$ cat src/rtl/sync_fifo_lvl_if.sv
// sync_fifo_lvl_if: write/read handshake and occupancy status bundle for
// sync_fifo_lvl.
//   wr, w_data      write request and data (producer -> FIFO)
//   rd              read request, pops the head (consumer -> FIFO)
//   r_data          head entry, first-word fall-through (FIFO -> consumer)
//   empty, full     occupancy extremes, registered
//   almost_empty    count <= AE_LEVEL, registered
//   almost_full     count >= AF_LEVEL, registered
//   count           occupancy 0..DEPTH, registered
// Modports: master = the user side, slave = the FIFO.
interface sync_fifo_lvl_if #(
    parameter int DWIDTH = 8,
    parameter int AWIDTH = 4
) ();
    logic              wr;
    logic [DWIDTH-1:0] w_data;
    logic              rd;
    logic [DWIDTH-1:0] r_data;
    logic              empty;
    logic              full;
    logic              almost_empty;
    logic              almost_full;
    logic [AWIDTH:0]   count;

    modport master (
        output wr, w_data, rd,
        input  r_data, empty, full, almost_empty, almost_full, count
    );

    modport slave (
        input  wr, w_data, rd,
        output r_data, empty, full, almost_empty, almost_full, count
    );
endinterface

$ cat src/rtl/sync_fifo_lvl.sv
// sync_fifo_lvl: single-clock FIFO with occupancy count, threshold flags,
// sticky overflow/underflow flags and synchronous flush.
//   clk        rising-edge clock
//   reset      synchronous active-high reset (clears errors too)
//   flush      synchronous discard of stored entries (errors retained)
//   clear_err  clears overflow/underflow (a same-cycle error event wins)
//   bus        sync_fifo_lvl_if.slave: wr/w_data/rd in, r_data and status out
//   overflow   sticky: write attempted while full
//   underflow  sticky: read attempted while empty
module sync_fifo_lvl #(
    parameter int DWIDTH   = 8,
    parameter int AWIDTH   = 4,
    parameter int AF_LEVEL = 2**AWIDTH - 1,
    parameter int AE_LEVEL = 1
) (
    input  logic            clk,
    input  logic            reset,
    input  logic            flush,
    input  logic            clear_err,
    sync_fifo_lvl_if.slave  bus,
    output logic            overflow,
    output logic            underflow
);
    localparam int DEPTH = 2**AWIDTH;

    localparam logic [AWIDTH:0]   DEPTH_C = (AWIDTH+1)'(DEPTH);
    localparam logic [AWIDTH:0]   AF_C    = (AWIDTH+1)'(AF_LEVEL);
    localparam logic [AWIDTH:0]   AE_C    = (AWIDTH+1)'(AE_LEVEL);
    localparam logic [AWIDTH:0]   CNT_ONE = (AWIDTH+1)'(1);
    localparam logic [AWIDTH-1:0] PTR_ONE = AWIDTH'(1);

    logic [DWIDTH-1:0] mem [DEPTH];
    logic [AWIDTH-1:0] wr_ptr;
    logic [AWIDTH-1:0] rd_ptr;
    logic [AWIDTH:0]   count_q;
    logic [AWIDTH:0]   count_next;
    logic              empty_q;
    logic              full_q;
    logic              ae_q;
    logic              af_q;
    logic              w_acc;
    logic              r_acc;
    logic              ovf_set;
    logic              unf_set;

    // Acceptance uses the registered flags, so a write into an empty FIFO
    // never lets the same-cycle read run the read pointer past the write.
    always_comb begin
        w_acc      = bus.wr & ~full_q;
        r_acc      = bus.rd & ~empty_q;
        ovf_set    = bus.wr & full_q & ~flush;
        unf_set    = bus.rd & empty_q & ~flush;
        count_next = count_q;
        if (w_acc && !r_acc) begin
            count_next = count_q + CNT_ONE;
        end else if (r_acc && !w_acc) begin
            count_next = count_q - CNT_ONE;
        end
    end

    always_ff @(posedge clk) begin
        if (reset) begin
            wr_ptr    <= '0;
            rd_ptr    <= '0;
            count_q   <= '0;
            empty_q   <= 1'b1;
            full_q    <= 1'b0;
            ae_q      <= 1'b1;
            af_q      <= 1'b0;
            overflow  <= 1'b0;
            underflow <= 1'b0;
        end else begin
            if (flush) begin
                // Legal thresholds make count 0 always almost_empty and
                // never almost_full.
                wr_ptr  <= '0;
                rd_ptr  <= '0;
                count_q <= '0;
                empty_q <= 1'b1;
                full_q  <= 1'b0;
                ae_q    <= 1'b1;
                af_q    <= 1'b0;
            end else begin
                if (w_acc) begin
                    wr_ptr <= wr_ptr + PTR_ONE;
                end
                if (r_acc) begin
                    rd_ptr <= rd_ptr + PTR_ONE;
                end
                count_q <= count_next;
                empty_q <= (count_next == '0);
                full_q  <= (count_next == DEPTH_C);
                ae_q    <= (count_next <= AE_C);
                af_q    <= (count_next >= AF_C);
            end
            overflow  <= ovf_set | (overflow  & ~clear_err);
            underflow <= unf_set | (underflow & ~clear_err);
        end
    end

    // Storage is not reset or flushed; only the pointers are.
    always_ff @(posedge clk) begin
        if (!reset && !flush && w_acc) begin
            mem[wr_ptr] <= bus.w_data;
        end
    end

    assign bus.r_data       = mem[rd_ptr];
    assign bus.empty        = empty_q;
    assign bus.full         = full_q;
    assign bus.almost_empty = ae_q;
    assign bus.almost_full  = af_q;
    assign bus.count        = count_q;
endmodule

$ cat src/flat_wrapper.sv
// flat-port wrapper written by rule: the top's interface ports become plain ports
module sync_fifo_lvl_flat 
#(
    parameter int DWIDTH   = 8,
    parameter int AWIDTH   = 4,
    parameter int AF_LEVEL = 2**AWIDTH - 1,
    parameter int AE_LEVEL = 1
)
  (clk, reset, flush, clear_err, overflow, underflow, bus_wr, bus_w_data, bus_rd, bus_r_data, bus_empty, bus_full, bus_almost_empty, bus_almost_full, bus_count);
  sync_fifo_lvl_if #(.DWIDTH(DWIDTH), .AWIDTH(AWIDTH)) bus_i ();
  input  logic clk;
  input  logic reset;
  input  logic flush;
  input  logic clear_err;
  output logic overflow;
  output logic underflow;
  input wire logic [$bits(bus_i.wr)-1:0] bus_wr;
  input wire logic [$bits(bus_i.w_data)-1:0] bus_w_data;
  input wire logic [$bits(bus_i.rd)-1:0] bus_rd;
  output wire logic [$bits(bus_i.r_data)-1:0] bus_r_data;
  output wire logic [$bits(bus_i.empty)-1:0] bus_empty;
  output wire logic [$bits(bus_i.full)-1:0] bus_full;
  output wire logic [$bits(bus_i.almost_empty)-1:0] bus_almost_empty;
  output wire logic [$bits(bus_i.almost_full)-1:0] bus_almost_full;
  output wire logic [$bits(bus_i.count)-1:0] bus_count;
  assign bus_i.wr = bus_wr;
  assign bus_i.w_data = bus_w_data;
  assign bus_i.rd = bus_rd;
  assign bus_r_data = bus_i.r_data;
  assign bus_empty = bus_i.empty;
  assign bus_full = bus_i.full;
  assign bus_almost_empty = bus_i.almost_empty;
  assign bus_almost_full = bus_i.almost_full;
  assign bus_count = bus_i.count;
  sync_fifo_lvl #(.DWIDTH(DWIDTH), .AWIDTH(AWIDTH), .AF_LEVEL(AF_LEVEL), .AE_LEVEL(AE_LEVEL)) u_core (.clk(clk), .reset(reset), .flush(flush), .clear_err(clear_err), .bus(bus_i), .overflow(overflow), .underflow(underflow));
endmodule
$ cat config.mk
export PLATFORM = sky130hd
export DESIGN_NAME = sync_fifo_lvl_flat
export DESIGN_NICKNAME = d
export VERILOG_FILES = /design/src/rtl/sync_fifo_lvl_if.sv /design/src/rtl/sync_fifo_lvl.sv /design/src/flat_wrapper.sv
export SDC_FILE = /design/constraint.sdc
export NUM_CORES = 1
export LEC_CHECK = 0
export CORE_ASPECT_RATIO = 1.5
export CORE_MARGIN = 4
export CORE_UTILIZATION = 50
export DETAILED_ROUTE_END_ITERATION = 16
export GPL_TIMING_DRIVEN = 0
export HOLD_SLACK_MARGIN = 0.06
export PLACE_DENSITY = 0.69
export SETUP_SLACK_MARGIN = 0.3
export SKIP_CTS_REPAIR_TIMING = 1
export SLEW_MARGIN = 10
export SYNTH_ARGS = -nofsm -noshare
export SYNTH_HDL_FRONTEND = slang
export SYNTH_SLANG_ARGS = --single-unit
$ cat constraint.sdc
create_clock -name clk -period 2.4 [get_ports clk]
set_clock_uncertainty 0.15 [all_clocks]
set_input_delay 0.24 -clock clk [delete_from_list [all_inputs] [get_ports clk]]
set_output_delay 0.24 -clock clk [all_outputs]
set_load 0.03 [all_outputs]
* Word level (Yosys, flattened, before mapping)
Memories as Yosys holds them, arrays and structs flattened. A register that Yosys moved wholly into a read port is not among the register bits.
Index checks and enable logic that the tools add are counted.
** Storage, ports and cells
- Register bits after elaboration :: 19
- Memory bits (writable) :: 128
- Input bits :: 14
- Output and inout bits :: 19
- Word-level logic and storage cells :: 47
- Memories kept :: 1
** Cells by class
- Add/subtract/negate cells :: 4
- $lt $le $gt $ge :: 2
- Eq/ne operators :: 1
- Muxes and demuxes :: 6
- Bitwise operators :: 14
- Reductions and logical operators :: 10
** Memory list
- u_core.mem :: words 16, width 8, read ports 1, clocked after Yosys merged registers in 1, wr ports 1, RTL line sync_fifo_lvl.sv:32 : logic [DWIDTH-1:0] mem [DEPTH];
** Operator list (count)
- 2-to-1 mux 5 bit :: 2
- adder 4 x 1 -> 4 bit, second input constant :: 2
- AND 1 bit :: 8
- 2-to-1 mux 4 bit :: 2
- adder 5 x 1 -> 5 bit, second input constant :: 1
- == test 5 bit, second input constant :: 1
- >= comparator 5 x 4 -> 1 bit, second input constant :: 1
- <= comparator 5 x 1 -> 1 bit, second input constant :: 1
- logical NOT 5 bit :: 1
- subtractor 5 x 1 -> 5 bit, second input constant :: 1
- logical AND 1 bit :: 4
- logical NOT 1 bit :: 4
- NOT 1 bit :: 4
- 2-to-1 mux 1 bit :: 2
- OR 1 bit :: 2
- OR reduction 2 bit :: 1

* Logic depth before layout (Yosys ltp)
Gate-level depths: netlist of run 1.
- Depth after elaboration :: 7
- Gate-level depth with buffers :: 6
- Depth with buffers taken out :: 6

* Worst setup path before layout of run 1
OpenSTA, ideal clock, no wires.
- Path kind :: reg-to-output
- Start point :: reg with a tool-made name
- End point :: out bus_r_data[0]
- Arrival :: 1668 ps
- Required time :: 2010 ps
- Path slack :: 342 ps
- Cell stages (with the launch flop) :: 5
- Buffers on the path :: 2
- Cell sequence :: dfxtp_1 -> buf_6 -> buf_8 -> mux4_1 -> mux4_2
** RTL lines
- end: declaration :: RTL line flat_wrapper.sv:20 : output wire logic [$bits(bus_i.r_data)-1:0] bus_r_data;

==> flow_summary.json, run 1 <==
{
  "syn-cell-area_mm2": 0.00601,
  "worstHoldStart": "reset",
  "cts_tree": "done",
  "grt_use_total_pct": 18.8,
  "r2r_slack_ns": 0,
  "async_reset_ff_share_pct": 0,
  "seqCellArea_mm2": 0.00431,
  "vias": 3107,
  "drc": 0,
  "insertion_delay_ns": 0.42,
  "irDropWorstVdd_mv": 0.550,
  "fin_nets": 390,
  "worst-path-max-fanout": 7,
  "first_global_vias": 3201,
  "dp_hpwl_mm": 7.90,
  "post_drt_wl_per_cell_um": 24.4,
  "p_sw_share_pct": 19.8,
  "synth_area_leader_cell": "edfxtp_1",
  "synthTopCellsByArea": "edfxtp_1 64%, mux4_1 10%, dfxtp_1 7.7%, mux4_2 6.0%, nor2_1 1.9%",
  "ant_nets": 0,
  "die_h_um": 142,
  "fmax_ghz": 0.378,
  "grt_pass1_wl_mm": 18.8,
  "die_w_um": 97.5,
  "hold_class": "in2reg",
  "cts_inserted_buffers": 17,
  "ys_seq_area_share_pct": 71.6,
  "crit_arrival_ns": 2.26,
  "core-area_mm2": 0.0117,
  "grt_overflow": 0,
  "yosysUniqueCellTypes": 37,
  "ys_seq_elements": 151,
  "antenna_found_initial": 0,
  "end_kind": "primary output",
  "intPower_mw": 4.58,
  "cap_violations": 0,
  "timing.final.max_slew_violations": 0,
  "multi_input_area_mm2": 0.00161,
  "rr_endpoint": "u_core.mem[0][7]",
  "start_util_pct": 51.6,
  "numClockSinks": 151,
  "io-pin-count": 33,
  "timing.critical_path.buf_inv": 3,
  "finalHoldViolCount": 0,
  "wirelength_mm": 13.0,
  "fin_crit_ns": 2.65,
  "rsz0062_at_grt": "true",
  "synth_edf_count": 128,
  "yosysTopAreaCellShare_pct": 63.9,
  "cp_cell_sequence": "buf_12 -> buf_12 -> mux4_2 -> mux4_2 -> buf_6",
  "fill_cells": 826,
  "critPathLaunchType": "flip-flop",
  "p_seq_share_pct": 50.2,
  "violations": "setup timing",
  "outcome": "finished, violations left",
  "ff2ff_path_depth": 4,
  "p_clk_share_pct": 45.9,
  "avgSynthCellArea_um2": 19.3,
  "synth_commonest_cells": "128 x edfxtp_1, 31 x nor2_1, 24 x mux4_1",
  "slew_headroom_pct": 31.3,
  "critPathMaxStageDelay_ns": 0.52,
  "fin_util_pct": 62.5,
  "whs_ns": 0.318,
  "layout_worst_path_cycle_share_pct": 110,
  "root_buffer": "clkbuf_16",
  "setup_ws_ns": -0.248,
  "synth_cells": 311,
  "n_antenna_cell": 0,
  "p_switching_mw": 1.13,
  "p_leak_nw": 2.30,
  "routed_via_density": 5.84,
  "tightest_slew_ns": 1.03,
  "yosysWarnings": 0,
  "crit_type": "reg2out",
  "synth_most_common_cell": "edfxtp_1",
  "critPathTopFamily": "multiplexers",
  "drive_gt1_share_pct": 29.8,
  "powerDensity_mw_per_mm2": 784,
  "gp_congestion": 0.761,
  "area_growth_syn_to_layout_pct": 21.2,
  "grt_max_degree": 17,
  "rows": 48,
  "drt_iter0_drc": 303,
  "worstHoldPathCells": 2,
  "comb_power_share_pct": 4.0,
  "syn-num-nets": 332,
  "min_to": "u_core.overflow",
  "reg2reg_from": "u_core.bus.full",
  "slowest_stage": "mux4_2",
  "htree_levels": 4,
  "cts.path.max_buffers": 2,
  "dieArea_mm2": 0.0139,
  "final-setup-viol-count": 24,
  "port_buffers": 32,
  "clk_pin_slew_ns": 0.06,
  "dr.pass1.iters": 4,
  "cp_data_required_time_ns": 2.01,
  "ys.flop_type": "edfxtp_1"
}
-- power by group through the flow --
| stage | clock network (mW) | logic, mW | registers (mW) |
|---|---|---|---|
| after floorplan | 0 | 0.0991 | 2.93 |
| after global placement | 0 | 0.201 | 2.92 |
| after detailed placement | 0 | 0.206 | 2.92 |
| after CTS | 2.64 | 0.208 | 2.87 |
| after global routing | 2.77 | 0.244 | 2.87 |
| final | 2.62 | 0.227 | 2.87 |
-- metal layers --
layer	global-route usage, %	share of wire, %	vias up
met5	0	0	-
met3	4.27	5.7	17
met2	33.2	55	125
li1	-	-	1356
met4	6.27	2.1	0
met1	23.1	37	1609
-- area by class of cell --
cell class                 count  area share [%]
multi-input combinational    143            22.1
clock buffer                  19            5.94
sequential                   151            59.1
buffer                        13            1.77
inverter                       4           0.206
timing repair buffer          39            6.15
clock inverter                13            2.13
tap                          150            2.58
-- cells by family after synthesis --
group,count (synthesis),synth area share [%]
AOI/OAI and AO/OA,16,1.77
xor gates and xnor gates,8,1.17
adders and majority gates,7,1.46
buffers and inverters,17,1.87
DFF,151,71.6
muxes,41,16.6
and+or+nand+nor,71,5.49
-- placed cells by master, fill, tap and decap left out, drive strengths merged, types with 2 or more instances in the layout --
master and count:
a21oi 6, buf 22, bufinv 3, clkbuf 25
clkdlybuf4s50 24, clkinv 7, clkinvlp 2, dfxtp 23
edfxtp 128, ha 7, inv 5, mux4 40
nand2 14, nand2b 4, nand3 4, nand3b 2
nand4 2, nor2 31, nor2b 2, nor3 5
o22ai 2, o31ai 2, or2 2, or3 3
xnor2 4, xor2 4
-- state kept, by name (all words and copies together) (netlist names), named ones only --
signal	flops
u_core.rd_ptr	4
u_core.wr_ptr	4
u_core.mem	128
u_core.bus.empty	1
u_core.bus.count	5
u_core.bus.almost_empty	1
u_core.bus.almost_full	1
u_core.bus.full	1
u_core.overflow	1
u_core.underflow	1
-- metrics by stage --
step           TNS [ns]  cell area [µm²]  std cells  setup slack [ns]  total power, mW
2_1_floorplan         0             6010        311             0.342             3.03
3_3_place_gp     -48.28             6520        493            -0.627             3.12
3_5_place_dp     -52.03             6520        493            -0.637             3.13
4_1_cts          -12.77             7110        525             -1.10             5.71
5_1_grt           -6.16             7280        532            -0.291             5.88
6_report          -3.94             7280        532            -0.248             5.71
-- worst max path at each step --
stage	slack, ns	to	depth (start not counted)	from
finish	-0.25	bus_r_data[6]	5	flip-flop
global route	-0.29	bus_r_data[6]	5	flip-flop
CTS	-1.10	bus_r_data[5]	4	flip-flop
detailed placement	-0.64	bus_r_data[6]	4	flip-flop
global placement	-0.63	bus_r_data[6]	4	flip-flop
floorplan	0.34	bus_r_data[0]	4	flip-flop
No activity file was read; power rests on OpenSTA's default activity.
==> run 2: changes to the inputs <==
CAP_MARGIN = 20   (was unset)
PLACE_DENSITY = 0.72   (was 0.69)
==> run 2 against run 1 <==
  * Non-clock buffer count rose by 3
  * Largest power group unchanged
  * Critical path type unchanged
  * Critical path depth did not move
  * Core utilization rose by 0.49 points
  * The run still ends with setup timing left
  * Sequential cell count did not move
  * Maximum frequency fell by 0.22%
==> flow_summary.json, run 2 (same netlist as run 1, synthesis figures left out) <==
{
  "cts_inserted_buffers": 17,
  "layout_commonest_cell": "edfxtp_1",
  "fin_area_mm2": 0.00734,
  "rows": 48,
  "routed_via_density": 5.85,
  "fmax_ghz": 0.377,
  "worstHoldPathCells": 2,
  "insertion_delay_ns": 0.41,
  "grt_pass1_wl_mm": 18.6,
  "grt_use_total_pct": 18.5,
  "largest_register": "u_core.mem",
  "largest_reg_flops": 128,
  "p_clk_share_pct": 44.3,
  "die_w_um": 97.5,
  "slowest_stage": "mux4_2",
  "wirelength_mm": 12.6,
  "start_util_pct": 51.6,
  "cts.path.max_buffers": 2,
  "port_buffers": 32,
  "grt_overflow": 0,
  "cp_data_required_time_ns": 2.01,
  "p_leak_nw": 2.33,
  "crit_top_cell": "mux4_2",
  "outcome": "finished, violations left",
  "final-setup-viol-count": 8,
  "n_antenna_cell": 0,
  "hold_class": "in2reg",
  "end_kind": "primary output",
  "numClockSinks": 151,
  "comb_power_share_pct": 4.2,
  "crit_type": "reg2out",
  "ant_nets": 0,
  "intPower_mw": 4.32,
  "dr.pass1.iters": 5,
  "ff2ff_path_depth": 4,
  "drive_gt1_share_pct": 31.7,
  "p_switching_mw": 1.24,
  "setup_tns_ns": -1.85,
  "root_buffer": "clkbuf_16",
  "p_seq_share_pct": 51.5,
  "final_cell_mix": "128 x edfxtp_1, 36 x mux4_2, 24 x clkdlybuf4s50_1, 22 x dfxtp_1, 20 x clkbuf_16",
  "first_global_vias": 3179,
  "rsz0062_at_grt": "true",
  "dp_hpwl_mm": 8.00,
  "cts_tree": "done",
  "antenna_found_initial": 0,
  "area_growth_syn_to_layout_pct": 22.1,
  "io-pin-count": 33,
  "drt_iter0_drc": 238,
  "grt_max_degree": 17,
  "layout_worst_path_cycle_share_pct": 111,
  "fin_crit_ns": 2.65,
  "drc": 0,
  "finalHoldViolCount": 0,
  "cp_cell_sequence": "buf_12 -> clkbuf_16 -> mux4_2 -> mux4_2 -> buf_6",
  "htree_levels": 4,
  "whs_ns": 0.316,
  "critPathMaxStageDelay_ns": 0.54,
  "vias": 3132,
  "die_h_um": 142,
  "post_drt_wl_per_cell_um": 23.5,
  "cap_violations": 0,
  "clk_pin_slew_ns": 0.06,
  "gp_congestion": 0.787,
  "powerDensity_mw_per_mm2": 758,
  "tightest_slew_ns": 0.788,
  "final_cells": 535,
  "placed_cells": 493,
  "dieArea_mm2": 0.0139,
  "slew_headroom_pct": 47.4,
  "fin_nets": 393,
  "critPathLaunchType": "flip-flop",
  "setup_ws_ns": -0.253,
  "p_sw_share_pct": 22.3,
  "worst-path-max-fanout": 8,
  "crit_arrival_ns": 2.26,
  "reg.largest.list": "u_core.mem: 128 flops, u_core.bus.count: 5 flops",
  "irDropWorstVdd_mv": 0.655,
  "timing.final.max_slew_violations": 0,
  "core-area_mm2": 0.0117,
  "violations": "setup timing",
  "place_area_mm2": 0.00652
}
==> run 2: cell types whose count changed in the layout (fill, tap and decap cells not counted), moves of 3 or more <==
cell       change
mux4_2         -4
bufinv_16      -3
clkinv_2       -3
inv_6          +5
inv_8          +3
nor2_4         +3
clkbuf_1       -3
mux4_1         +4
==> run 2: worst max-delay path, delay by kind of cell (launching register included) <==
family   cells  cell delay (ns)
buf+inv      3             0.47
mux          2             1.03
flops        1             0.34
==> run 2: final timing paths <==
| kind | start | end | slack [ns] |
|---|---|---|---|
| worst max register to register | u_core.bus.full | u_core.mem[11][2] | 0.38 |
| worst max-delay path | flip-flop | bus_r_data[5] | -0.25 |
| worst min-delay path | reset | u_core.underflow | 0.32 |
| worst min register to register | u_core.overflow | u_core.overflow | 0.33 |
==> run 2: area by class of cell <==
type / instances / area, µm²
Buffer: 13 / 129
Clock buffer: 17 / 425
Clock inverter: 15 / 134
Fill cell: 821 / 4310
Inverter: 4 / 15.0
Multi-Input combinational cell: 143 / 1670
Sequential cell: 151 / 4310
Tap cell: 150 / 188
Timing Repair Buffer: 42 / 479
==> run 2: per-layer routing <==
| layer | wire length, µm | GRT usage, % |
|---|---|---|
| met1 | 4550 | 21.4 |
| met2 | 7080 | 32.9 |
| met3 | 621 | 4.90 |
| met4 | 320 | 7.37 |
| met5 | 0 | 0 |
==> run 2: stage by stage <==
| step | util, % | setup slack, ns | power [mW] |
|---|---|---|---|
| after floorplan | - | 0.342 | 3.03 |
| after global placement | 56.0 | -0.589 | 3.12 |
| after detailed placement | 56.0 | -0.619 | 3.13 |
| after CTS | 60.8 | -1.07 | 5.58 |
| after global routing | 63.0 | -0.294 | 5.75 |
| final | 63.0 | -0.253 | 5.56 |
==> run 2: power groups by stage <==
| stage | sequential (mW) | combinational, mW | clock (mW) |
|---|---|---|---|
| global placement | 2.92 | 0.202 | 0 |
| finish | 2.86 | 0.236 | 2.46 |
| CTS | 2.86 | 0.210 | 2.51 |
| detailed placement | 2.92 | 0.209 | 0 |
| global route | 2.86 | 0.253 | 2.63 |
| floorplan | 2.93 | 0.0991 | 0 |
==> run 3: changes to the inputs <==
ABC_AREA = 1   (was unset)
PLACE_DENSITY = 0.71   (was 0.72)
==> run 3 against run 2 <==
  * The run still ends with setup timing left
  * Via count is 38% higher
  * Non-clock buffer count increased by 8
  * Setup slack improved by 0.11 ns
  * Largest cell class unchanged
  * Combinational power up 41%
  * Routed wire length up 25%
  * Sequential share of layout area fell by 0.89 points
  * Maximum frequency increased by 4.3%
  * Core utilization fell by 1.3 points
==> flow_summary.json, run 3 <==
{
  "seqCellArea_mm2": 0.00431,
  "worst-path-max-fanout": 11,
  "dieArea_mm2": 0.0143,
  "crit_arrival_ns": 2.15,
  "ant_nets": 0,
  "clk_pin_slew_ns": 0.06,
  "syn-num-nets": 564,
  "cap_violations": 0,
  "multi_input_area_mm2": 0.00171,
  "grt_max_degree": 17,
  "largest_register": "u_core.mem",
  "fin_util_pct": 61.8,
  "n_antenna_cell": 0,
  "reg.largest.list": "u_core.mem: 128 flops, u_core.bus.count: 5 flops",
  "first_global_vias": 4298,
  "ys_seq_elements": 151,
  "finalHoldViolCount": 0,
  "yosysWarnings": 0,
  "core-area_mm2": 0.0121,
  "largest_reg_flops": 128,
  "grt_overflow": 0,
  "fmax_ghz": 0.393,
  "dr.pass1.iters": 5,
  "drive_gt1_share_pct": 14.6,
  "powerDensity_mw_per_mm2": 793,
  "fin_crit_ns": 2.54,
  "critPathLaunchType": "flip-flop",
  "violations": "setup timing",
  "synth_area_leader_cell": "edfxtp_1",
  "die_h_um": 144,
  "fill_cells": 917,
  "fin_nets": 619,
  "die_w_um": 98.9,
  "start_util_pct": 51.3,
  "htree_levels": 4,
  "slew_headroom_pct": 45.7,
  "drt_iter0_drc": 539,
  "yosysUniqueCellTypes": 28,
  "setup_ws_ns": -0.143,
  "root_buffer": "clkbuf_16",
  "tightest_slew_ns": 0.811,
  "insertion_delay_ns": 0.42,
  "area_growth_syn_to_layout_pct": 20.5,
  "rows": 49,
  "synth_edf_count": 128,
  "antenna_found_initial": 0,
  "p_sw_share_pct": 20.8,
  "cts_tree": "done",
  "grt_use_total_pct": 22.7,
  "final_cell_mix": "128 x edfxtp_1, 116 x nor2_1, 58 x o21ai_0, 53 x nand2_1, 32 x o211ai_1",
  "async_reset_ff_share_pct": 0,
  "avgSynthCellArea_um2": 11.4,
  "io-pin-count": 33,
  "yosysTopAreaCellShare_pct": 62.1,
  "wirelength_mm": 15.7,
  "synth_cells": 543,
  "layout_commonest_cell": "edfxtp_1",
  "placed_cells": 728,
  "synth_commonest_cells": "128 x edfxtp_1, 128 x nor2_1, 71 x o21ai_0",
  "port_buffers": 32,
  "layout_worst_path_cycle_share_pct": 106,
  "cts.path.max_buffers": 2,
  "rsz0062_at_grt": "true",
  "crit_type": "reg2out",
  "syn-cell-area_mm2": 0.00619,
  "intPower_mw": 4.68,
  "outcome": "finished, violations left",
  "grt_pass1_wl_mm": 23.8,
  "timing.final.max_slew_violations": 0,
  "numClockSinks": 151,
  "dp_hpwl_mm": 10.6,
  "drc": 0,
  "routed_via_density": 5.66,
  "irDropWorstVdd_mv": 0.531,
  "ys_seq_area_share_pct": 69.5,
  "p_seq_share_pct": 48.6,
  "p_switching_mw": 1.23,
  "final_cells": 764,
  "vias": 4328,
  "p_clk_share_pct": 45.8,
  "synthTopCellsByArea": "edfxtp_1 62%, nor2_1 7.8%, dfxtp_1 7.4%, o21ai_0 5.7%, o211ai_1 3.9%",
  "worstHoldPathCells": 1,
  "post_drt_wl_per_cell_um": 20.6,
  "end_kind": "primary output",
  "comb_power_share_pct": 5.6,
  "cp_data_required_time_ns": 2.01,
  "ff2ff_path_depth": 4,
  "ys.flop_type": "edfxtp_1",
  "final-setup-viol-count": 7,
  "cts_inserted_buffers": 17,
  "hold_class": "reg2reg",
  "gp_congestion": 0.995,
  "p_leak_nw": 2.56
}
==> run 3: changes by cell type after synthesis, moves of 8 or more <==
cell,change
inv_1,+17
mux4_1,-24
nor2_1,+97
nand2_1,+39
o21ai_0,+71
clkbuf_1,+8
nand3_1,+17
buf_2,+8
mux4_2,-16
o211ai_1,+32
==> run 3: through the flow <==
step | power [mW] | hold slack, ns | setup TNS, ns | instance area (µm²) | setup WS [ns]
finish | 5.91 | 0.309 | -0.537 | 7460 | -0.143
global route | 6.09 | 0.320 | -0.977 | 7460 | -0.172
CTS | 5.92 | 0.307 | -6.11 | 7310 | -0.807
detailed placement | 3.25 | 0.291 | -11.56 | 6700 | -0.353
global placement | 3.24 | 0.275 | -8.94 | 6700 | -0.370
floorplan | 3.10 | 0.189 | 0 | 6190 | 0.685
==> run 3: cell type report <==
class	count	area share, %
inverter	24	1.31
multi-input combinational	341	22.9
sequential	151	57.7
timing repair buffer	36	4.78
clock inverter	9	1.69
buffer	27	2.55
tap	153	2.57
clock buffer	23	6.41
==> run 3: layer usage <==
metal	track usage [%]	part of all wire, %	up-vias
met4	12.9	4.5	0
li1	-	-	2031
met3	5.21	6.5	39
met2	38.3	52	214
met5	0	0	-
met1	26.7	37	2044
==> run 3: logic make-up after synthesis <==
kind of cell             share of synthesized area [%]
adder cells (fa/ha/maj)                           1.41
AND/OR/NAND/NOR                                   14.2
buffers and inverters                             3.72
AO/OA/AOI/OAI                                     10.8
XOR/XNOR                                         0.424
flip-flops                                        69.5
==> run 3: worst max-delay path: stages, from the launching register on <==
cell and delay, ns:
dfxtp_4 0.37, buf_8 0.13, inv_8 0.06, buf_8 0.13, nor2_2 0.07, nor2_1 0.04, o21ai_1 0.12, o21ai_1 0.14
o211ai_1 0.37, nand2_1 0.13, buf_6 0.16
==> run 3: power by group through the flow <==
| stage | logic (mW) | clock network (mW) | registers, mW |
|---|---|---|---|
| floorplan | 0.153 | 0 | 2.94 |
| global placement | 0.309 | 0 | 2.93 |
| detailed placement | 0.317 | 0 | 2.93 |
| CTS | 0.318 | 2.72 | 2.87 |
| global route | 0.360 | 2.86 | 2.87 |
| finish | 0.333 | 2.71 | 2.87 |
==> run 3: final timing paths <==
kind,slack (ns),start,endpoint
worst max-delay path,-0.14,flip-flop,bus_r_data[5]
worst min register to register,0.31,u_core.rd_ptr[3],flip-flop
worst max register to register,0.38,u_core.wr_ptr[1],u_core.mem[5][0]
worst min-delay path,0.31,u_core.rd_ptr[3],flip-flop
